$ cat src/rtl/bn_pkg.sv
// Shared types and constants for the batch-norm + activation stage.
package bn_pkg;

    typedef enum logic [1:0] {
        ACT_NONE  = 2'd0,
        ACT_RELU  = 2'd1,
        ACT_RELU6 = 2'd2,
        ACT_LEAKY = 2'd3
    } act_mode_e;

    localparam int unsigned LEAKY_SHIFT = 3;
    localparam int unsigned SAT_CNT_W   = 16;

endpackage

$ cat src/rtl/bn_param_rf.sv
// Per-channel {gamma, beta} flop register file: one write port, one combinational read port.
module bn_param_rf #(
    parameter int unsigned WIDTH    = 16,
    parameter int unsigned FRAC     = 8,
    parameter int unsigned CHANNELS = 48,
    parameter int unsigned CH_W     = $clog2(CHANNELS)
) (
    input  logic                    clk,
    input  logic                    rst,
    input  logic                    we,
    input  logic [CH_W-1:0]         waddr,
    input  logic signed [WIDTH-1:0] wgamma,
    input  logic signed [WIDTH-1:0] wbeta,
    input  logic [CH_W-1:0]         raddr,
    output logic signed [WIDTH-1:0] rd_gamma_c,
    output logic signed [WIDTH-1:0] rd_beta_c
);

    localparam logic [CH_W:0]         CH_LIM    = (CH_W+1)'(CHANNELS);
    localparam logic signed [WIDTH-1:0] GAMMA_ONE = WIDTH'(2**FRAC);

    logic signed [WIDTH-1:0] gamma_q [CHANNELS];
    logic signed [WIDTH-1:0] beta_q  [CHANNELS];

    // Out-of-range write addresses are silently ignored.
    always_ff @(posedge clk or negedge rst) begin
        if (!rst) begin
            for (int i = 0; i < int'(CHANNELS); i++) begin
                gamma_q[i] <= GAMMA_ONE;
                beta_q[i]  <= '0;
            end
        end else if (we && ({1'b0, waddr} < CH_LIM)) begin
            gamma_q[waddr] <= wgamma;
            beta_q[waddr]  <= wbeta;
        end
    end

    assign rd_gamma_c = ({1'b0, raddr} < CH_LIM) ? gamma_q[raddr] : GAMMA_ONE;
    assign rd_beta_c  = ({1'b0, raddr} < CH_LIM) ? beta_q[raddr]  : '0;

endmodule

$ cat src/rtl/batchnorm_act.sv
// Three-stage per-channel y = x*gamma + beta with saturation, fused activation and valid/ready flow.
module batchnorm_act
    import bn_pkg::*;
#(
    parameter int unsigned WIDTH    = 16,
    parameter int unsigned FRAC     = 8,
    parameter int unsigned CHANNELS = 48,
    localparam int unsigned CH_W    = $clog2(CHANNELS)
) (
    input  logic                    clk,
    input  logic                    rst,
    input  logic                    in_valid,
    output logic                    in_ready,
    input  logic signed [WIDTH-1:0] x_in,
    input  logic [CH_W-1:0]         channel_in,
    input  logic [1:0]              act_mode,
    input  logic                    cfg_we,
    input  logic [CH_W-1:0]         cfg_addr,
    input  logic signed [WIDTH-1:0] cfg_gamma,
    input  logic signed [WIDTH-1:0] cfg_beta,
    output logic                    out_valid,
    input  logic                    out_ready,
    output logic signed [WIDTH-1:0] y_out,
    output logic [CH_W-1:0]         channel_out,
    output logic                    err_chan,
    input  logic                    err_clr,
    output logic [SAT_CNT_W-1:0]    sat_cnt
);

    localparam int unsigned PW = 2 * WIDTH;
    localparam int unsigned SW = 2 * WIDTH + 1;
    localparam logic [CH_W:0]        CH_LIM = (CH_W+1)'(CHANNELS);
    localparam logic signed [SW-1:0] MAX_S  = SW'(2**(WIDTH-1) - 1);
    localparam logic signed [SW-1:0] MIN_S  = ~MAX_S;
    localparam logic signed [SW-1:0] ROUND  = SW'(2**(FRAC-1));
    localparam logic signed [SW-1:0] C6_S   = SW'(6 * 2**FRAC);
    localparam logic signed [WIDTH-1:0] C6  = (C6_S > MAX_S) ? WIDTH'(MAX_S) : WIDTH'(C6_S);

    logic advance, accept, chan_ok;
    logic signed [WIDTH-1:0] rd_gamma, rd_beta;

    logic                    s1_valid;
    logic signed [WIDTH-1:0] s1_x, s1_gamma, s1_beta;
    logic [CH_W-1:0]         s1_ch;
    act_mode_e               s1_mode;

    logic                    s2_valid;
    logic signed [PW-1:0]    s2_p;
    logic signed [WIDTH-1:0] s2_beta;
    logic [CH_W-1:0]         s2_ch;
    act_mode_e               s2_mode;

    logic signed [SW-1:0]    s3_round, s3_sum;
    logic signed [WIDTH-1:0] s3_clamp, s3_act;
    logic                    s3_sat;

    assign advance  = ~(out_valid & ~out_ready);
    assign in_ready = advance;
    assign accept   = in_valid & advance;
    assign chan_ok  = {1'b0, channel_in} < CH_LIM;

    bn_param_rf #(
        .WIDTH    (WIDTH),
        .FRAC     (FRAC),
        .CHANNELS (CHANNELS),
        .CH_W     (CH_W)
    ) u_param_rf (
        .clk        (clk),
        .rst        (rst),
        .we         (cfg_we),
        .waddr      (cfg_addr),
        .wgamma     (cfg_gamma),
        .wbeta      (cfg_beta),
        .raddr      (channel_in),
        .rd_gamma_c (rd_gamma),
        .rd_beta_c  (rd_beta)
    );

    // S3 datapath: round half up, add bias, clamp, then activate the clamped value.
    always_comb begin
        s3_round = (SW'(s2_p) + ROUND) >>> FRAC;
        s3_sum   = s3_round + SW'(s2_beta);
        s3_sat   = 1'b0;
        s3_clamp = WIDTH'(s3_sum);
        if (s3_sum > MAX_S) begin
            s3_clamp = WIDTH'(MAX_S);
            s3_sat   = 1'b1;
        end else if (s3_sum < MIN_S) begin
            s3_clamp = WIDTH'(MIN_S);
            s3_sat   = 1'b1;
        end
        s3_act = s3_clamp;
        case (s2_mode)
            ACT_NONE:  s3_act = s3_clamp;
            ACT_RELU:  s3_act = s3_clamp[WIDTH-1] ? '0 : s3_clamp;
            ACT_RELU6: begin
                if (s3_clamp[WIDTH-1])  s3_act = '0;
                else if (s3_clamp > C6) s3_act = C6;
                else                    s3_act = s3_clamp;
            end
            ACT_LEAKY: s3_act = s3_clamp[WIDTH-1] ? (s3_clamp >>> LEAKY_SHIFT) : s3_clamp;
            default:   s3_act = s3_clamp;
        endcase
    end

    // Whole pipe moves together; a stall freezes every stage. Bad-channel beats never enter S1 valid.
    always_ff @(posedge clk or negedge rst) begin
        if (!rst) begin
            s1_valid    <= 1'b0;
            s1_x        <= '0;
            s1_gamma    <= '0;
            s1_beta     <= '0;
            s1_ch       <= '0;
            s1_mode     <= ACT_NONE;
            s2_valid    <= 1'b0;
            s2_p        <= '0;
            s2_beta     <= '0;
            s2_ch       <= '0;
            s2_mode     <= ACT_NONE;
            out_valid   <= 1'b0;
            y_out       <= '0;
            channel_out <= '0;
        end else if (advance) begin
            s1_valid <= accept & chan_ok;
            if (accept) begin
                s1_x     <= x_in;
                s1_ch    <= channel_in;
                s1_mode  <= act_mode_e'(act_mode);
                s1_gamma <= rd_gamma;
                s1_beta  <= rd_beta;
            end
            s2_valid <= s1_valid;
            if (s1_valid) begin
                s2_p    <= PW'(s1_x) * PW'(s1_gamma);
                s2_beta <= s1_beta;
                s2_ch   <= s1_ch;
                s2_mode <= s1_mode;
            end
            out_valid <= s2_valid;
            if (s2_valid) begin
                y_out       <= s3_act;
                channel_out <= s2_ch;
            end
        end
    end

    // Sticky error flag and saturating clamp counter.
    always_ff @(posedge clk or negedge rst) begin
        if (!rst) begin
            err_chan <= 1'b0;
            sat_cnt  <= '0;
        end else begin
            if (accept && !chan_ok) err_chan <= 1'b1;
            else if (err_clr)       err_chan <= 1'b0;
            if (err_clr)
                sat_cnt <= '0;
            else if (advance && s2_valid && s3_sat && (sat_cnt != '1))
                sat_cnt <= sat_cnt + SAT_CNT_W'(1);
        end
    end

endmodule
$ cat config.mk
export PLATFORM = sky130hd
export DESIGN_NAME = batchnorm_act
export DESIGN_NICKNAME = d
export VERILOG_FILES = /design/src/rtl/bn_pkg.sv /design/src/rtl/bn_param_rf.sv /design/src/rtl/batchnorm_act.sv
export SDC_FILE = /design/constraint.sdc
export NUM_CORES = 2
export LEC_CHECK = 0
export CAP_MARGIN = 30
export CORE_UTILIZATION = 55
export DETAILED_ROUTE_END_ITERATION = 8
export PLACE_DENSITY = 0.69
export SLEW_MARGIN = 15
export SYNTH_ARGS = -nofsm -noshare
export SYNTH_HDL_FRONTEND = slang
export SYNTH_SLANG_ARGS = --single-unit
$ cat constraint.sdc
create_clock -name clk -period 8.38 [get_ports clk]
set_input_delay 2.514 -clock clk [delete_from_list [all_inputs] [get_ports clk]]
set_output_delay 2.514 -clock clk [all_outputs]
set_load 0.05 [all_outputs]
Word-level counts from Yosys, hierarchy flattened
Cells that the tools add are included.
- word-level logic and storage cells: 173
- flip-flop bits (word level): 1690
- magnitude comparators: 8
- multiplexer cells: 25
- equal/unequal tests: 4
- multiply operators: 1
- bitwise operators: 7
- reduce and logical (&&, ||, !) cells: 13
- $add $sub $neg: 3
- operator list (operator ; number):
    bitwise mux 768 bit ; 2
    binary-select mux 16 bit (select 6 bit) ; 2
    2-to-1 mux 16 bit ; 12
    demux 16 bit (select 6 bit) ; 1
    case mux 16 bit (4 select lines) ; 1
    2-to-1 mux 15 bit ; 3
    adder 32 x 9 -> 33 bit, second input constant ; 1
    multiplier 16 x 16 -> 32 bit ; 1
    adder 25 x 16 -> 26 bit ; 1
    > comparator 26 x 16 -> 1 bit, second input constant ; 1
    < comparator 26 x 16 -> 1 bit, second input constant ; 1
    adder 16 x 1 -> 16 bit, second input constant ; 1
    > comparator 16 x 12 -> 1 bit, second input constant ; 1
    inequality test 16 bit, second input constant ; 1
    >= comparator 7 bit, second input constant ; 2
    inverter 6 -> 7 bit ; 2
    < comparator 6 bit, second input constant ; 2
    < comparator 7 x 1 -> 1 bit, second input constant ; 1
    logical AND 1 bit ; 6
    AND reduction 2 bit ; 3
    equality test 2 bit, second input constant ; 2
    2-to-1 mux 1 bit ; 4
    nonzero test 2 bit ; 2
    AND 1 bit ; 3
    4 further kinds ; 5

Longest topological paths before layout
- word-level depth: 9
- depth in mapped cells: 25

Hierarchy
A second synthesis with hierarchy kept.
- cells, all modules: 6434
- area total of the unflattened synthesis: 88318.5 um2
- modules (own cells, without submodules) (module ; area each (um2) ; sequential area each (um2) ; times used ; cells each):
    bn_param_rf ; 70257.4 ; 38496.9 ; 1 ; 4481
    batchnorm_act ; 18061.1 ; 3678.5 ; 1 ; 1953

Worst setup path before layout
Ideal clock, no wire load.
- path kind: reg2reg
- from: register s1_gamma[4]
- to: register s2_p[29]
- library setup time: 0.133 ns
- arrival: 5.954 ns
- stages on the path, launching flop included: 24
- buffers on the path: 2
- path slack: 2.293 ns
- cells stage by stage: dfrtp_1 -> clkbuf_1 -> clkbuf_1 -> nand2_1 -> fa_1 -> inv_1 -> fa_1 -> inv_1 -> fa_1 -> fa_1 -> inv_1 -> fa_1 -> inv_1 -> fa_1 -> inv_1 -> ha_1 -> a21o_1 -> nor2b_1 -> o31ai_1 -> a31oi_1 -> a21oi_1 -> a31oi_1 -> a2111oi_0 -> nor2_1
- cells in the longest elaborated chain, start to end: 1
- RTL lines (item ; RTL line ; text):
    from (decl) ; batchnorm_act.sv:43 ; logic signed [WIDTH-1:0] s1_x, s1_gamma, s1_beta;
    from (signal assigned) ; batchnorm_act.sv:129 ; s1_gamma <= rd_gamma;
    multiplier 16 x 16 -> 32 bit ; batchnorm_act.sv:134 ; s2_p <= PW'(s1_x) * PW'(s1_gamma);
    to (signal assigned) ; batchnorm_act.sv:134 ;
    to (decl) ; batchnorm_act.sv:48 ; logic signed [PW-1:0] s2_p;
Every way passes these cells.
A chain may end at the register's enable or synchronous reset.

Worst setup path after layout
- from: register s1_x[10]
- to: register s2_p[29]
- cells in the longest elaborated chain, start to end: 1
- RTL lines (item ; RTL line ; text):
    from (decl) ; batchnorm_act.sv:43 ;
    from (signal assigned) ; batchnorm_act.sv:126 ; s1_x <= x_in;
    multiplier 16 x 16 -> 32 bit ; batchnorm_act.sv:134 ;
Every way passes these cells.

==> metrics <==
run status=finished clean; CTS resizes=0; Clock Path Buffers=3; area grow syn2layout=10.78%; CTS H-tree depth=4; Worst-path clk slew=0.06 ns; Post-CTS Setup Inserts=0; slowest cell delay on critical path=0.72 ns; Worst Path Arrival=7.51 ns; most frequent CP cell=fa_1; CP max stage cell=dfrtp_1; vias post-DR=50222; vias in the first global route=53074; pins over their slew limit=0; Async SR Flop Fraction=between 90% and 100%; nets@finish=6409; Mapped Area=slightly below 90000 sq um; Seq/Total Area, Yosys=48.54%; num rows=roughly 150; CP cell instances=nand2_1 > fa_1 > inv_1 > fa_1 > inv_1 > fa_1 > fa_1 > inv_1 > fa_1 > inv_1 > fa_1 > inv_1 > ha_1 > a21o_1 > nor2b_1 > o31ai_1 > a31oi_1 > a21oi_1 > a31oi_1 > a2111oi_0 > nor2_1; final wirelength=approximately 210000 microns; Final TNS setup=0 ns; leak pwr=44.31 nW; minimum clock period=slightly below 7 ns; die width=399.5 microns; total CTS buffers=177; Crit Path Max Fanout=17; peak supply drop=0.0002828 V; Synth Area in Simple Gates=roughly 3.7%; port bufs=between 100 and 150; Worst Tran Pin Value=1.090 ns; Pwr Density=262.0 nW/um^2; # hold bufs at CTS=0; clk_skew=0.03703 ns; relative max-transition margin=27.31%; first-pass GRT wire length=~330000 microns; Fin. Hold Viols=0; final core utilization=61.47%; XOR/XNOR Fraction of Synth Area=0.6956%; Core Footprint=156600 sq um; I/O pins=109; Num Clock Sinks=about 1700; highest clock rate=146.2 MHz; initial antenna violation count=8; Starting DRT DRC Count=3642; cell total after placement=7846; clock latency on the worst-skew pair=0.82 ns; Setup CP Type=reg2reg; largest family of logic cells by synthesized area=multiplexers; worst path bufs/invs=5; Syn Nets=6490; RePlAce Congestion=0.8766; synthesis-stage register bit count=1683; crit share post-route=81.62%; Setup crit start kind=flop; Clock Root Buffer=clkbuf_16; chip height=399.5 microns; Remaining DRCs=0; Critical Path End Type=flop; Distinct cells, synth=between 80 and 90; All-Layer GR Usage=approximately 27%; Fill cells=between 10000 and 15000; average wire per standard cell=approximately 26 microns; multiplexer area fraction after synthesis=33.43%; antenna-violating nets left=0; complex-gate fraction of the synthesized area=2.405%; GRT overflow=0; dpl hpwl=130400 microns; CP Data Required Time=~9 ns; Top delay family on crit path=adder cells; worst hold path type=reg2reg; Layout Cells excl Fill=approximately 8000; largest net degree at the start of global routing=173; vias per inst=6.143; maxcap violations=0; RSZ-0062 raised after global routing=false; post-synthesis adder-cell area fraction=7.592%; die area=159600 sq um; # setup viols final=0; Post-Syn Instances=6052; ys flop type=dfrtp_1; CTS tree=built; total power=25.22 mW; drt pass-1 iters=5; Initial Utilization=a little under three fifths; mean post-synth cell area=14.36 sq um; Yosys Warn Count=0; Post-synth EDFFs=0; share of cells above drive strength 1=a little over two fifths
## worst paths after layout
kind                          start                       to  slack [ns]  depth (start not counted)
max                        s1_x[10]                 s2_p[29]        1.54                         21
min in group asynchronous       rst                 s1_ch[4]        1.69                          1
min reg2reg                s2_ch[5]           channel_out[5]        0.47                          2
max reg2reg                s1_x[10]                 s2_p[29]        1.54                         21
min                        s2_ch[5]           channel_out[5]        0.47                          2
max in group asynchronous       rst  u_param_rf.gamma_q[708]        5.07                          3
## synthesized netlist by cell type, types with 5 or more instances
| cell type | count | area share, % |
|---|---|---|
| a41oi_1 | 5 | 0.050 |
| a21o_1 | 13 | 0.11 |
| o21ai_0 | 93 | 0.54 |
| clkbuf_1 | 374 | 1.6 |
| and3_1 | 10 | 0.072 |
| dfrtp_1 | 1635 | 47 |
| and4_1 | 5 | 0.050 |
| mux2_2 | 1588 | 21 |
| a21oi_1 | 97 | 0.56 |
| o221a_1 | 7 | 0.091 |
| a31oi_1 | 8 | 0.058 |
| fa_1 | 262 | 6.0 |
| nand2b_1 | 25 | 0.18 |
| o221ai_1 | 9 | 0.091 |
| buf_2 | 9 | 0.052 |
| o31ai_1 | 10 | 0.086 |
| or3_1 | 12 | 0.086 |
| ha_1 | 108 | 1.6 |
| o21bai_1 | 5 | 0.043 |
| xor2_1 | 30 | 0.30 |
| buf_1 | 116 | 0.50 |
| dfstp_2 | 48 | 1.5 |
| nand4_1 | 18 | 0.13 |
| nor2b_1 | 10 | 0.072 |
| a211o_1 | 5 | 0.050 |
| a211oi_1 | 7 | 0.060 |
| mux4_2 | 480 | 12 |
| inv_1 | 325 | 1.4 |
| o21a_1 | 7 | 0.060 |
| nor2_1 | 126 | 0.54 |
| nand3_1 | 25 | 0.14 |
| nand2_1 | 282 | 1.2 |
| and2_1 | 121 | 0.87 |
| xnor2_1 | 39 | 0.39 |
| nor3_1 | 12 | 0.069 |
| o211ai_1 | 9 | 0.078 |
| mux2i_1 | 35 | 0.40 |
## cell usage in the layout, fill, tap and decap left out, types with 93 or more instances in the layout
master | Yosys | final
inv_1 | 325 | 325
o21ai_0 | 93 | 93
ha_1 | 108 | 108
nand2_1 | 282 | 257
buf_4 | 2 | 112
a21oi_1 | 97 | 97
mux4_2 | 480 | 480
and2_1 | 121 | 121
clkbuf_16 | 0 | 179
nor2_1 | 126 | 103
mux2_2 | 1588 | 1588
dfrtp_1 | 1635 | 1635
clkdlybuf4s50_1 | 0 | 101
fa_1 | 262 | 262
## cell type report
class                   count  area (sq um)  area share (%)
diodes                      4         10.01         0.01040
clock buffers             270          5371           5.581
clock inverters            51         590.6          0.6136
inverters                 325          1220           1.268
multi-input cells        3541         41840           43.47
flip-flops and latches   1683         42180           43.82
well taps                2058          2575           2.675
repair buffers            243          2465           2.561
## metal layers
layer / global-route usage, % / up-vias / share of wire [%]
li1: - / 21492 / -
met1: 38.68 / 27284 / 44
met2: 43.37 / 1144 / 48
met3: 4.695 / 288 / 5.2
met4: 6.598 / 14 / 2.1
met5: 0 / - / 0.046
## sequential cells by signal, summed over array words and instances, names as in the netlist, 2 cells and up
signal              count
s1_mode                 2
s2_ch                   6
u_param_rf.beta_q     768
s2_beta                16
s2_mode                 2
s1_ch                   6
s2_p                   25
sat_cnt                16
s1_x                   16
channel_out             6
s1_gamma               16
u_param_rf.gamma_q    768
y_out                  16
s1_beta                16
## logic make-up after synthesis
kind of cell    Yosys count
flops                  1683
compound gates          322
mux                    2103
buf+inv                 828
simple gates            677
xor+xnor                 69
fa+ha+maj               370
## worst register-to-register path: cells and delay by family (launching register included)
| family | cells | cell delay [ns] |
|---|---|---|
| buffers and inverters | 5 | 0.25 |
| AND/OR/NAND/NOR | 3 | 0.43 |
| flip-flops | 1 | 0.72 |
| AO/OA/AOI/OAI | 6 | 1.92 |
| adder cells (fa/ha/maj) | 7 | 3.38 |
## stage by stage
step                worst slack, ns  area [sq um]  hold slack, ns
floorplan                     2.293         86880          0.4331
global placement              1.703         90030          0.4497
detailed placement            1.566         90190          0.4633
CTS                           1.552         96150          0.4748
global route                  1.278         96240          0.4894
finish                        1.540         96250          0.4710
## where the power goes
part,internal (mW),leakage [nW],switching (mW)
Clock,4.59,2.93,3.32
Combinational,3.41,19.0,3.93
Sequential,9.22,22.3,0.744
Power figures use the tool's default switching activity.
